<file path="config.mk">
export PLATFORM = sky130hd
export DESIGN_NAME = trng_sample_ctrl
export DESIGN_NICKNAME = d
export VERILOG_FILES = /design/src/rtl/trng_sample_ctrl.sv
export SDC_FILE = /design/constraint.sdc
export NUM_CORES = 1
export LEC_CHECK = 0
export BUFFER_PORTS_ARGS = -buffer_cell sky130_fd_sc_hd__buf_2
export CAP_MARGIN = 25
export CORE_MARGIN = 4
export CORE_UTILIZATION = 59
export DETAILED_ROUTE_END_ITERATION = 7
export MAX_ROUTING_LAYER = met4
export PLACE_DENSITY_LB_ADDON = 0.3
export SYNTH_ARGS = -nofsm -noshare
export SYNTH_HDL_FRONTEND = slang
export SYNTH_SLANG_ARGS = --single-unit
</file>
<file path="constraint.sdc">
create_clock -name clk -period 2.85 [get_ports clk]
set_input_delay 0.285 -clock clk [delete_from_list [all_inputs] [get_ports clk]]
set_output_delay 0.285 -clock clk [all_outputs]
set_load 0.05 [all_outputs]
</file>
<file path="src/rtl/trng_sample_ctrl.sv">
// Ring-oscillator sampling controller: warm-up, strobed sampling,
// optional von Neumann debiasing, repetition-count health test, byte packing.
module trng_sample_ctrl #(
    parameter int WARMUP_CYCLES = 16,
    parameter int SAMPLE_DIV    = 8,
    parameter int OUT_WIDTH     = 8,
    parameter int REP_LIMIT     = 32
) (
    input  logic                 clk,
    input  logic                 rst,
    input  logic                 enable,
    input  logic                 vn_bypass,
    input  logic                 ro_raw,
    output logic                 ro_activate,
    output logic [OUT_WIDTH-1:0] out_data,
    output logic                 out_valid,
    input  logic                 out_ready,
    output logic                 health_fail,
    output logic                 busy
);

    localparam int WW = (WARMUP_CYCLES > 1) ? $clog2(WARMUP_CYCLES) : 1;
    localparam int DW = $clog2(SAMPLE_DIV);
    localparam int BW = (OUT_WIDTH > 1) ? $clog2(OUT_WIDTH) : 1;
    localparam int RW = $clog2(REP_LIMIT + 1);

    typedef enum logic [2:0] {
        IDLE,
        WARMUP,
        SAMPLE,
        HOLD,
        FAIL
    } state_t;

    state_t               state;
    logic                 sync1;
    logic                 sync2;
    logic [WW-1:0]        warm_cnt;
    logic [DW-1:0]        div_cnt;
    logic [BW-1:0]        bit_cnt;
    logic [RW-1:0]        rep_cnt;
    logic                 prev_s;
    logic [OUT_WIDTH-1:0] sh_reg;
    logic                 vn_have;
    logic                 vn_first;
    logic                 bypass_q;

    logic                 strobe;
    logic [RW-1:0]        rep_next;
    logic                 trip;
    logic                 vn_restart;
    logic                 acc_valid;
    logic                 acc_bit;
    logic                 word_done;
    logic [OUT_WIDTH-1:0] sh_next;

    always_comb begin
        strobe     = (state == SAMPLE) && (div_cnt == DW'(SAMPLE_DIV - 1));
        rep_next   = ((rep_cnt != '0) && (sync2 == prev_s)) ?
                     rep_cnt + RW'(1) : RW'(1);
        trip       = strobe && (rep_next == RW'(REP_LIMIT));
        vn_restart = (vn_bypass != bypass_q);
        acc_valid  = 1'b0;
        acc_bit    = 1'b0;
        if (vn_bypass) begin
            acc_valid = strobe;
            acc_bit   = sync2;
        end else begin
            // second sample of a pair; only 01 and 10 produce a bit
            acc_valid = strobe && vn_have && !vn_restart && (vn_first != sync2);
            acc_bit   = vn_first;
        end
        sh_next   = {sh_reg[OUT_WIDTH-2:0], acc_bit};
        word_done = acc_valid && (bit_cnt == BW'(OUT_WIDTH - 1));
    end

    always_ff @(posedge clk) begin
        if (rst) begin
            state       <= IDLE;
            sync1       <= 1'b0;
            sync2       <= 1'b0;
            warm_cnt    <= '0;
            div_cnt     <= '0;
            bit_cnt     <= '0;
            rep_cnt     <= '0;
            prev_s      <= 1'b0;
            sh_reg      <= '0;
            vn_have     <= 1'b0;
            vn_first    <= 1'b0;
            bypass_q    <= 1'b0;
            ro_activate <= 1'b0;
            out_data    <= '0;
            out_valid   <= 1'b0;
            health_fail <= 1'b0;
            busy        <= 1'b0;
        end else begin
            sync1    <= ro_raw;
            sync2    <= sync1;
            bypass_q <= vn_bypass;
            if (state inside {WARMUP, SAMPLE, HOLD} && !enable) begin
                state       <= IDLE;
                ro_activate <= 1'b0;
                out_valid   <= 1'b0;
                busy        <= 1'b0;
                bit_cnt     <= '0;
                vn_have     <= 1'b0;
            end else begin
                unique case (state)
                    IDLE: begin
                        if (enable) begin
                            state       <= WARMUP;
                            ro_activate <= 1'b1;
                            busy        <= 1'b1;
                            warm_cnt    <= '0;
                            rep_cnt     <= '0;
                        end
                    end
                    WARMUP: begin
                        if (warm_cnt == WW'(WARMUP_CYCLES - 1)) begin
                            state   <= SAMPLE;
                            div_cnt <= '0;
                            bit_cnt <= '0;
                            vn_have <= 1'b0;
                        end else begin
                            warm_cnt <= warm_cnt + WW'(1);
                        end
                    end
                    SAMPLE: begin
                        div_cnt <= strobe ? '0 : div_cnt + DW'(1);
                        if (strobe) begin
                            prev_s  <= sync2;
                            rep_cnt <= rep_next;
                        end
                        if (trip) begin
                            state       <= FAIL;
                            health_fail <= 1'b1;
                            ro_activate <= 1'b0;
                            busy        <= 1'b0;
                            out_valid   <= 1'b0;
                            out_data    <= '0;
                        end else begin
                            if (!vn_bypass && strobe) begin
                                if (vn_have && !vn_restart) begin
                                    vn_have <= 1'b0;
                                end else begin
                                    vn_have  <= 1'b1;
                                    vn_first <= sync2;
                                end
                            end else if (vn_restart) begin
                                vn_have <= 1'b0;
                            end
                            if (acc_valid) begin
                                sh_reg  <= sh_next;
                                bit_cnt <= word_done ? '0 : bit_cnt + BW'(1);
                            end
                            if (word_done) begin
                                out_data  <= sh_next;
                                out_valid <= 1'b1;
                                state     <= HOLD;
                            end
                        end
                    end
                    HOLD: begin
                        if (out_ready) begin
                            state     <= SAMPLE;
                            out_valid <= 1'b0;
                            bit_cnt   <= '0;
                            div_cnt   <= '0;
                            vn_have   <= 1'b0;
                        end
                    end
                    FAIL: begin
                        state <= FAIL;
                    end
                endcase
            end
        end
    end

endmodule

</file>
==> results of run 1 <==
-- area by class of cell --
| cell class | count | share of cell area |
|---|---|---|
| Clock inverter | 3 | 0.0286 |
| Inverter | 4 | 0.00637 |
| Multi-Input combinational cell | 181 | 0.504 |
| Sequential cell | 43 | 0.365 |
| Tap cell | 46 | 0.0244 |
| Clock buffer | 5 | 0.0292 |
| Timing Repair Buffer | 19 | 0.0424 |
-- layout by cell type (no fill, tap or decap), drive strengths merged, types with 3 or more instances in the layout --
| cell type | instances |
|---|---|
| mux2i | 14 |
| nor3b | 5 |
| xnor2 | 3 |
| a211oi | 4 |
| xor2 | 3 |
| buf | 19 |
| nor2 | 18 |
| a22oi | 3 |
| nor2b | 6 |
| a31oi | 3 |
| nand2b | 6 |
| clkbuf | 5 |
| and3 | 3 |
| nor3 | 9 |
| nand3 | 16 |
| nand2 | 32 |
| ha | 7 |
| inv | 4 |
| a311oi | 3 |
| dfxtp | 43 |
| a41oi | 3 |
| o21ai | 11 |
| or3 | 3 |
| a21oi | 7 |
-- Yosys cell counts, types with 2 or more instances --
cell type and instances:
a211oi_1 2, a211oi_2 2, a21oi_1 6, a22oi_1 3
a311oi_1 3, a31oi_1 3, a41oi_1 3, and3_1 2
and3b_1 2, buf_2 3, buf_4 3, buf_6 2
clkbuf_1 8, dfxtp_1 43, ha_1 7, inv_1 4
mux2i_1 14, nand2_1 32, nand2b_1 6, nand3_1 16
nor2_1 18, nor2b_1 6, nor3_1 9, nor3b_1 3
nor3b_2 2, o21ai_0 7, o21ai_1 4, o31ai_1 2
o32ai_1 2, or3_1 3, xnor2_1 3, xor2_1 3
-- report_power, final --
| part | switching, uW | internal, uW | total, uW |
|---|---|---|---|
| Combinational | 40.8 | 19.0 | 59.8 |
| Sequential | 8.23 | 606 | 615 |
| Clock | 216 | 349 | 565 |
-- path summary, 6_finish.rpt --
check / start / endpoint / slack, ps / depth (start not counted)
worst min register to register: sync1 / sync2 / 450 / 1
worst max register to register: rep_cnt[0] / out_data[4] / 550 / 6
worst max-delay path: rep_cnt[0] / out_data[4] / 550 / 6
worst min-delay path: ro_raw / sync1 / 200 / 2
-- routing by layer --
layer | GRT usage | share of wire
met1 | 0.268 | 0.47
met3 | 0.0345 | 0.061
met4 | 0.0893 | 0.018
met2 | 0.323 | 0.45
met5 | - | 0
-- worst max-delay path: stages, from the launching register on --
cell and delay [ps]:
dfxtp_1 420, ha_1 330, and3b_1 190, o211ai_1 140, a2111o_2 620, a21oi_2 350, o21ai_0 130
-- kinds of logic after synthesis --
group	after synthesis	synth area share
simple gates	105	0.251
compound gates	49	0.171
flops	43	0.400
buf+inv	20	0.0488
mux	14	0.0650
fa+ha+maj	7	0.0406
xor+xnor	6	0.0244
-- stage by stage --
step,utilization,worst slack [ps],hold WS (ps)
2_1_floorplan,-,728,413
3_3_place_gp,0.646,646,435
3_5_place_dp,0.646,570,433
4_1_cts,0.685,562,207
5_1_grt,0.685,343,224
6_report,0.685,554,199
==> impl_metrics.json, run 1 <==
{
  "vdd_drop_max_v": 0.000309,
  "core_area_um2": 3440,
  "cts.clk_slew.worst_paths_ps": 80,
  "final_nets": 267,
  "layout-drive-gt1-share": 0.149,
  "ys_seq_area_frac": 0.400,
  "placed_area_um2": 2220,
  "cts_setup_buffers": 0,
  "path_max_fanout": 18,
  "die_h_um": 68.4,
  "grt_first_pass_wirelength_mm": 7.20,
  "ant_nets": 0,
  "async_flop_share": 0,
  "drt_pass1_iterations": 4,
  "diodes": 0,
  "max_slew_margin": 0.493,
  "clk_latency_ps": 300,
  "synth_warnings": 0,
  "report.power.total_uw": 1240,
  "seq_area_um2": 861,
  "multi_input_area_um2": 1190,
  "fin_tns_setup_ps": 0,
  "cts_resized": 0,
  "clock_skew_ps": 6.31,
  "initial_core_util": 0.626,
  "synth_fp_nets": 257,
  "setup_viol": 0,
  "rsz0062_at_grt": "no",
  "antenna_found_initial": 0,
  "timing.fmax_mhz": 436,
  "ioPinCount": 18,
  "dp_cells": 293,
  "via_per_inst": 6.02,
  "arrival_ps": 2480,
  "die_x_um": 68.4,
  "place_congestion": 0.858,
  "grt_usage": 0.209,
  "instances_no_fill": 301,
  "synth_edf_count": 0,
  "hold_class": "in -> reg",
  "ys_top_cells_by_area": "dfxtp_1 40%, mux2i_1 6.5%, nand2_1 5.6%",
  "max_cap_violations": 0,
  "status": "completed",
  "syn_to_final_growth_pct": 9.47,
  "final.fill_count": 284,
  "hpwlAfterDp_mm": 2.98,
  "period_needed_ps": 2300,
  "cts_tree": "yes",
  "yosys.area.top_type": "dfxtp_1",
  "grt_max_degree": 19,
  "cts_buffer_depth": 2,
  "hold_viol_final": 0,
  "cts_hold_buf": 0,
  "worstPathRequired_ps": 3040,
  "htreeDepth": 2,
  "syn_area_per_cell_um2": 8.83,
  "fp-row-count": 21,
  "vias": 1812,
  "tightest_slew_ps": 753,
  "routed_wl_mm": 4.36,
  "leakagePower_uw": 0.000875,
  "overflow": 0,
  "end_kind": "flop",
  "worstSetupStartpointType": "flop",
  "synth_top_area_share": 0.400,
  "clockRootBuffer": "clkbuf_8",
  "syn_inst": 244,
  "synth_top_flop_cell": "dfxtp_1",
  "p_per_area_nw_per_um2": 526,
  "syn_area_um2": 2150,
  "ys_types": 50,
  "port_buffers": 17,
  "final_cell_area_um2": 2360,
  "final.period_utilization": 0.805,
  "grt_pass1_vias": 1581,
  "drc": 0,
  "synth-seq-cells": 43,
  "report.final.slew_viol_count": 0,
  "first_iter_violations": 146,
  "path_class": "reg -> reg",
  "routedWlPerCell_um": 14.5,
  "largest_reg_flops": 8,
  "die_area_um2": 4680,
  "cts.sinks": 43,
  "numCtsBuffers": 5
}
(Power assumes the default switching activity.)
==> run 2: changes to the inputs <==
CORE_UTILIZATION = 53   (was 59)
clock period = 2.1 ns   (was 2.85 ns; I/O delays follow)
==> run 2 against run 1 <==
Against the previous run:
- sequential power increased by 35%
- routed wire length grew 9.0%
- largest power group unchanged
- highest routed layer unchanged
- die area grew 10%
- largest cell class unchanged
- register-to-register slack worse by 510 ps
- first-iteration DRC count is 25% lower
==> impl_metrics.json, run 2 (synthesis gave the netlist of run 1 again) <==
{
  "clock_skew_ps": 5.77,
  "initial_core_util": 0.567,
  "grt_max_degree": 19,
  "max_slew_margin": 0.650,
  "status": "completed",
  "numCtsBuffers": 5,
  "final_common_cell": "dfxtp_1",
  "worstSetupStartpointType": "flop",
  "grt_usage": 0.203,
  "port_buffers": 17,
  "layout-drive-gt1-share": 0.245,
  "place_congestion": 0.900,
  "hold_class": "in -> reg",
  "dp_cells": 312,
  "path_class": "reg -> reg",
  "final_nets": 286,
  "largest_reg_flops": 8,
  "whs_path_depth": 2,
  "reg2reg_depth": 7,
  "hold_slack_ps": 125,
  "worstPathRequired_ps": 2330,
  "p_seq_frac": 0.522,
  "die_area_um2": 5150,
  "vdd_drop_max_v": 0.000542,
  "cts.clk_slew.worst_paths_ps": 80,
  "sw_frac_of_total": 0.224,
  "holdCritStartpoint": "ro_raw",
  "clk_latency_ps": 300,
  "die_x_um": 71.8,
  "cts_hold_buf": 0,
  "clock_power_share": 0.421,
  "routed_wl_mm": 4.75,
  "final.fill_count": 311,
  "ioPinCount": 18,
  "hold_viol_final": 0,
  "instances_no_fill": 322,
  "end_kind": "flop",
  "first_iter_violations": 110,
  "r2r_slack_ps": 50,
  "fp-row-count": 22,
  "period_needed_ps": 2050,
  "arrival_ps": 2280,
  "overflow": 0,
  "cts_tree": "yes",
  "final.period_utilization": 0.977,
  "htreeDepth": 2,
  "r2r-end": "sh_reg[6]",
  "power_switching_uw": 357,
  "tightest_slew_ps": 522,
  "min_to": "sync1",
  "routedWlPerCell_um": 14.8,
  "fin_tns_setup_ps": 0,
  "drt_pass1_iterations": 4,
  "diodes": 0,
  "grt_first_pass_wirelength_mm": 8.03,
  "rsz0062_at_grt": "yes",
  "r2r_start": "rep_cnt[0]",
  "clockRootBuffer": "clkbuf_8",
  "leakagePower_uw": 0.000976,
  "setup_viol": 0,
  "report.final.slew_viol_count": 0,
  "timing.fmax_mhz": 488,
  "grt_pass1_vias": 1762,
  "syn_to_final_growth_pct": 18.9,
  "core_area_um2": 3800,
  "die_h_um": 71.8,
  "path_max_fanout": 7,
  "via_per_inst": 5.85,
  "antenna_found_initial": 0,
  "max_cap_violations": 0,
  "p_comb_frac": 0.057,
  "ant_nets": 0,
  "p_int_uw": 1240,
  "layout_common_cells": "40 x dfxtp_1, 32 x nand2_1, 20 x buf_4",
  "vias": 1883,
  "hpwlAfterDp_mm": 3.25,
  "cts_buffer_depth": 2,
  "cts.sinks": 43,
  "p_per_area_nw_per_um2": 622,
  "drc": 0
}
==> run 2: repair_timing <==
item                       in CTS  in global routing
pin swaps                       0                  6
resized for setup               2                 12
setup endpoints to repair       2                 20
setup buffers                   0                  3
==> run 2: critical path, stage by stage, from the launching register on <==
cell	delay [ps]
dfxtp_4	370
inv_2	50
ha_1	130
or4b_4	480
o211ai_4	250
a2111o_2	220
and3_4	270
mux2i_1	200
==> run 2: power by group through the flow <==
stage	clock network [uW]	registers (uW)	logic, uW
detailed placement	0	853	86.2
global placement	0	853	86.7
finish	670	832	91.0
CTS	682	834	87.6
floorplan	0	854	57.5
global route	715	833	98.3
==> run 2: final cells by class <==
class	instances	area [um2]	area share
timing repair buffer	38	246	0.0962
clock inverter	2	35.0	0.0137
multi-input combinational	181	1250	0.489
sequential	43	870	0.339
tap	48	60.1	0.0234
clock buffer	6	82.6	0.0322
inverter	4	15.0	0.00586
==> run 2: worst max-delay path by stage <==
stage / from / cells after the start / to
2_1_floorplan: rep_cnt[0] / 9 / sh_reg[1]
3_3_place_gp: rep_cnt[1] / 7 / sh_reg[0]
3_5_place_dp: rep_cnt[1] / 8 / bit_cnt[1]
4_1_cts: rep_cnt[1] / 8 / bit_cnt[1]
5_1_grt: rep_cnt[0] / 7 / sh_reg[3]
6_report: rep_cnt[0] / 7 / sh_reg[6]
==> run 2: per-stage QoR <==
| stage | power, uW | cell area (um2) | utilization | setup WS (ps) |
|---|---|---|---|---|
| CTS | 1600 | 2500 | 0.657 | 23.5 |
| floorplan | 911 | 2170 | - | 20.8 |
| detailed placement | 939 | 2360 | 0.622 | 8.34 |
| finish | 1590 | 2560 | 0.675 | 48.9 |
| global placement | 940 | 2360 | 0.622 | 84.1 |
| global route | 1650 | 2560 | 0.675 | -58.0 |
==> run 2: metal layers <==
layer,wire length (um),track usage
met4,115,0.0898
met2,2160,0.322
met3,255,0.0435
met1,2220,0.247
met5,0,-
==> run 3: changes to the inputs <==
ABC_AREA = 1   (was unset)
TNS_END_PERCENT = 50   (was unset)
==> run 3 against run 2 <==
Against the previous run:
- clock skew rose by 3.1 ps
- hold slack got worse by 8.3 ps
- critical endpoint is now out_data[7]
- largest power group unchanged
- largest cell class unchanged
- final cell count rose by 15%
- sequential share of layout area rose by 1.7 points
==> impl_metrics.json, run 3 <==
{
  "status": "completed",
  "hpwlAfterDp_mm": 3.32,
  "cts_hold_buf": 0,
  "diodes": 0,
  "synth_common_cells": "68 x nand2_1, 43 x dfxtp_1, 37 x nor2_1",
  "ys_types": 30,
  "routedWlPerCell_um": 12.2,
  "synth_edf_count": 0,
  "report.final.slew_viol_count": 0,
  "p_per_area_nw_per_um2": 1030,
  "reg2reg_depth": 10,
  "vias": 1985,
  "worstPathRequired_ps": 2290,
  "layout_common_cells": "68 x nand2_1, 42 x dfxtp_1, 37 x nor2_1",
  "ioPinCount": 18,
  "overflow": 0,
  "placed_area_um2": 2280,
  "leakagePower_uw": 0.00102,
  "routed_wl_mm": 4.51,
  "dp_cells": 361,
  "async_flop_share": 0,
  "tightest_slew_ps": 448,
  "hold_slack_ps": 117,
  "cpMaxStageDelayCell": "dfxtp_1",
  "max_stage_delay_ps": 350,
  "syn_inst": 298,
  "final.period_utilization": 0.905,
  "syn_to_final_growth_pct": 13.2,
  "largest_reg_flops": 8,
  "clk_latency_ps": 300,
  "busiest_layer": "met2",
  "numCtsBuffers": 5,
  "yosysMostFrequentCell": "nand2_1",
  "clock_skew_ps": 8.86,
  "path_class": "reg -> reg",
  "final_common_cell": "nand2_1",
  "clockRootBuffer": "clkbuf_8",
  "fp-row-count": 22,
  "port_buffers": 17,
  "ant_nets": 0,
  "via_per_inst": 5.38,
  "fin_tns_setup_ps": 0,
  "drt_pass1_iterations": 4,
  "place_congestion": 0.896,
  "synth_top_flop_cell": "dfxtp_1",
  "synth_warnings": 0,
  "max_slew_margin": 0.701,
  "final_nets": 333,
  "cts_tree": "yes",
  "cts.sinks": 43,
  "grt_max_degree": 25,
  "core_area_um2": 3770,
  "use_met2": 0.313,
  "htreeDepth": 2,
  "r2r_start": "div_cnt[0]",
  "die_h_um": 71.5,
  "grt_first_pass_wirelength_mm": 7.87,
  "period_needed_ps": 1900,
  "hold_viol_final": 0,
  "timing.fmax_mhz": 526,
  "end_kind": "flop",
  "worstSetupStartpointType": "flop",
  "path_max_fanout": 14,
  "first_iter_violations": 141,
  "drc": 0,
  "grt_usage": 0.196,
  "cts.clk_slew.worst_paths_ps": 80,
  "hold_class": "in -> reg",
  "syn_area_per_cell_um2": 7.18,
  "die_area_um2": 5120,
  "synth-seq-cells": 43,
  "grt_pass1_vias": 1840,
  "r2r_slack_ps": 200,
  "r2r-end": "out_data[7]",
  "holdCritStartpoint": "ro_raw",
  "instances_no_fill": 369,
  "post-route-util": 0.642,
  "die_x_um": 71.5,
  "whs_path_depth": 3,
  "ys_seq_area_frac": 0.402,
  "path_cells": "ha_1 > ha_1 > nand3_2 > nor2_1 > nand2_1 > nor2_1 > nand3_2 > buf_4 > nand2_1 > o21ai_0",
  "yosys.area.top_type": "dfxtp_1",
  "layout-drive-gt1-share": 0.140,
  "setup_viol": 0,
  "min_to": "sync1",
  "arrival_ps": 2090,
  "synth_top_area_share": 0.402,
  "rsz0062_at_grt": "no",
  "final_cell_area_um2": 2420,
  "cts_buffer_depth": 2,
  "use_met1": 0.232,
  "vdd_drop_max_v": 0.000586,
  "antenna_found_initial": 0,
  "cts_resized": 0,
  "ys_top_cells_by_area": "dfxtp_1 40%, nand2_1 12%, nor2_1 6.5%",
  "max_cap_violations": 0,
  "synth_fp_nets": 311,
  "global_route.usage.met3": 0.0575,
  "initial_core_util": 0.567,
  "cts_setup_buffers": 0,
  "syn_area_um2": 2140
}
==> run 3: how the worst max path moves through the flow <==
stage / to / slack [ps] / cells past startpoint / startpoint
floorplan: out_data[1] / 440 / 12 / rep_cnt[0]
global placement: out_data[3] / 280 / 11 / rep_cnt[0]
detailed placement: out_data[7] / 210 / 12 / rep_cnt[0]
CTS: out_data[7] / 200 / 12 / rep_cnt[0]
global route: sh_reg[3] / 5 / 12 / rep_cnt[1]
finish: out_data[7] / 200 / 10 / div_cnt[0]
==> run 3: cells by family (layout without fill, tap and decap cells) <==
| kind of cell | count (synthesis) | in the layout | share of synthesized area |
|---|---|---|---|
| AOI/OAI and AO/OA | 47 | 47 | 0.122 |
| xor gates and xnor gates | 4 | 4 | 0.0164 |
| DFF | 43 | 43 | 0.402 |
| and+or+nand+nor | 156 | 156 | 0.340 |
| adders and majority gates | 7 | 7 | 0.0409 |
| buffers and inverters | 41 | 64 | 0.0778 |
==> run 3: area by class of cell <==
class | count | area [um2]
inverters | 34 | 128
repair buffers | 22 | 123
flip-flops and latches | 43 | 862
clock buffers | 6 | 72.6
multi-input cells | 214 | 1120
fillers | 332 | 1350
clock inverters | 2 | 60.1
well taps | 48 | 60.1
==> run 3: per-layer routing <==
| layer | part of all wire | up-vias |
|---|---|---|
| met3 | 0.045 | 9 |
| met1 | 0.45 | 913 |
| met5 | 0 | - |
| li1 | - | 1021 |
| met4 | 0.016 | 0 |
| met2 | 0.48 | 42 |
==> run 3: metrics by stage <==
stage,power (uW),worst slack [ps]
floorplan,1580,443
global placement,1710,282
detailed placement,1720,209
finish,2480,199
global route,2650,4.75
CTS,2490,196
==> run 3: power breakdown <==
| group | leakage, uW | internal (uW) | total [uW] | switching, uW |
|---|---|---|---|---|
| sequential | 0.000349 | 900 | 968 | 67.5 |
| combinational | 0.000610 | 238 | 756 | 518 |
| clock | 0.0000654 | 475 | 761 | 286 |
| total | 0.00102 | 1610 | 2480 | 871 |
==> run 3: critical path: cells and delay by family (launching register included) <==
| family | cells | cell delay, ps |
|---|---|---|
| AO/OA/AOI/OAI | 1 | 110 |
| adder cells (fa/ha/maj) | 2 | 340 |
| buffers and inverters | 1 | 230 |
| flip-flops | 1 | 350 |
| AND/OR/NAND/NOR | 6 | 740 |
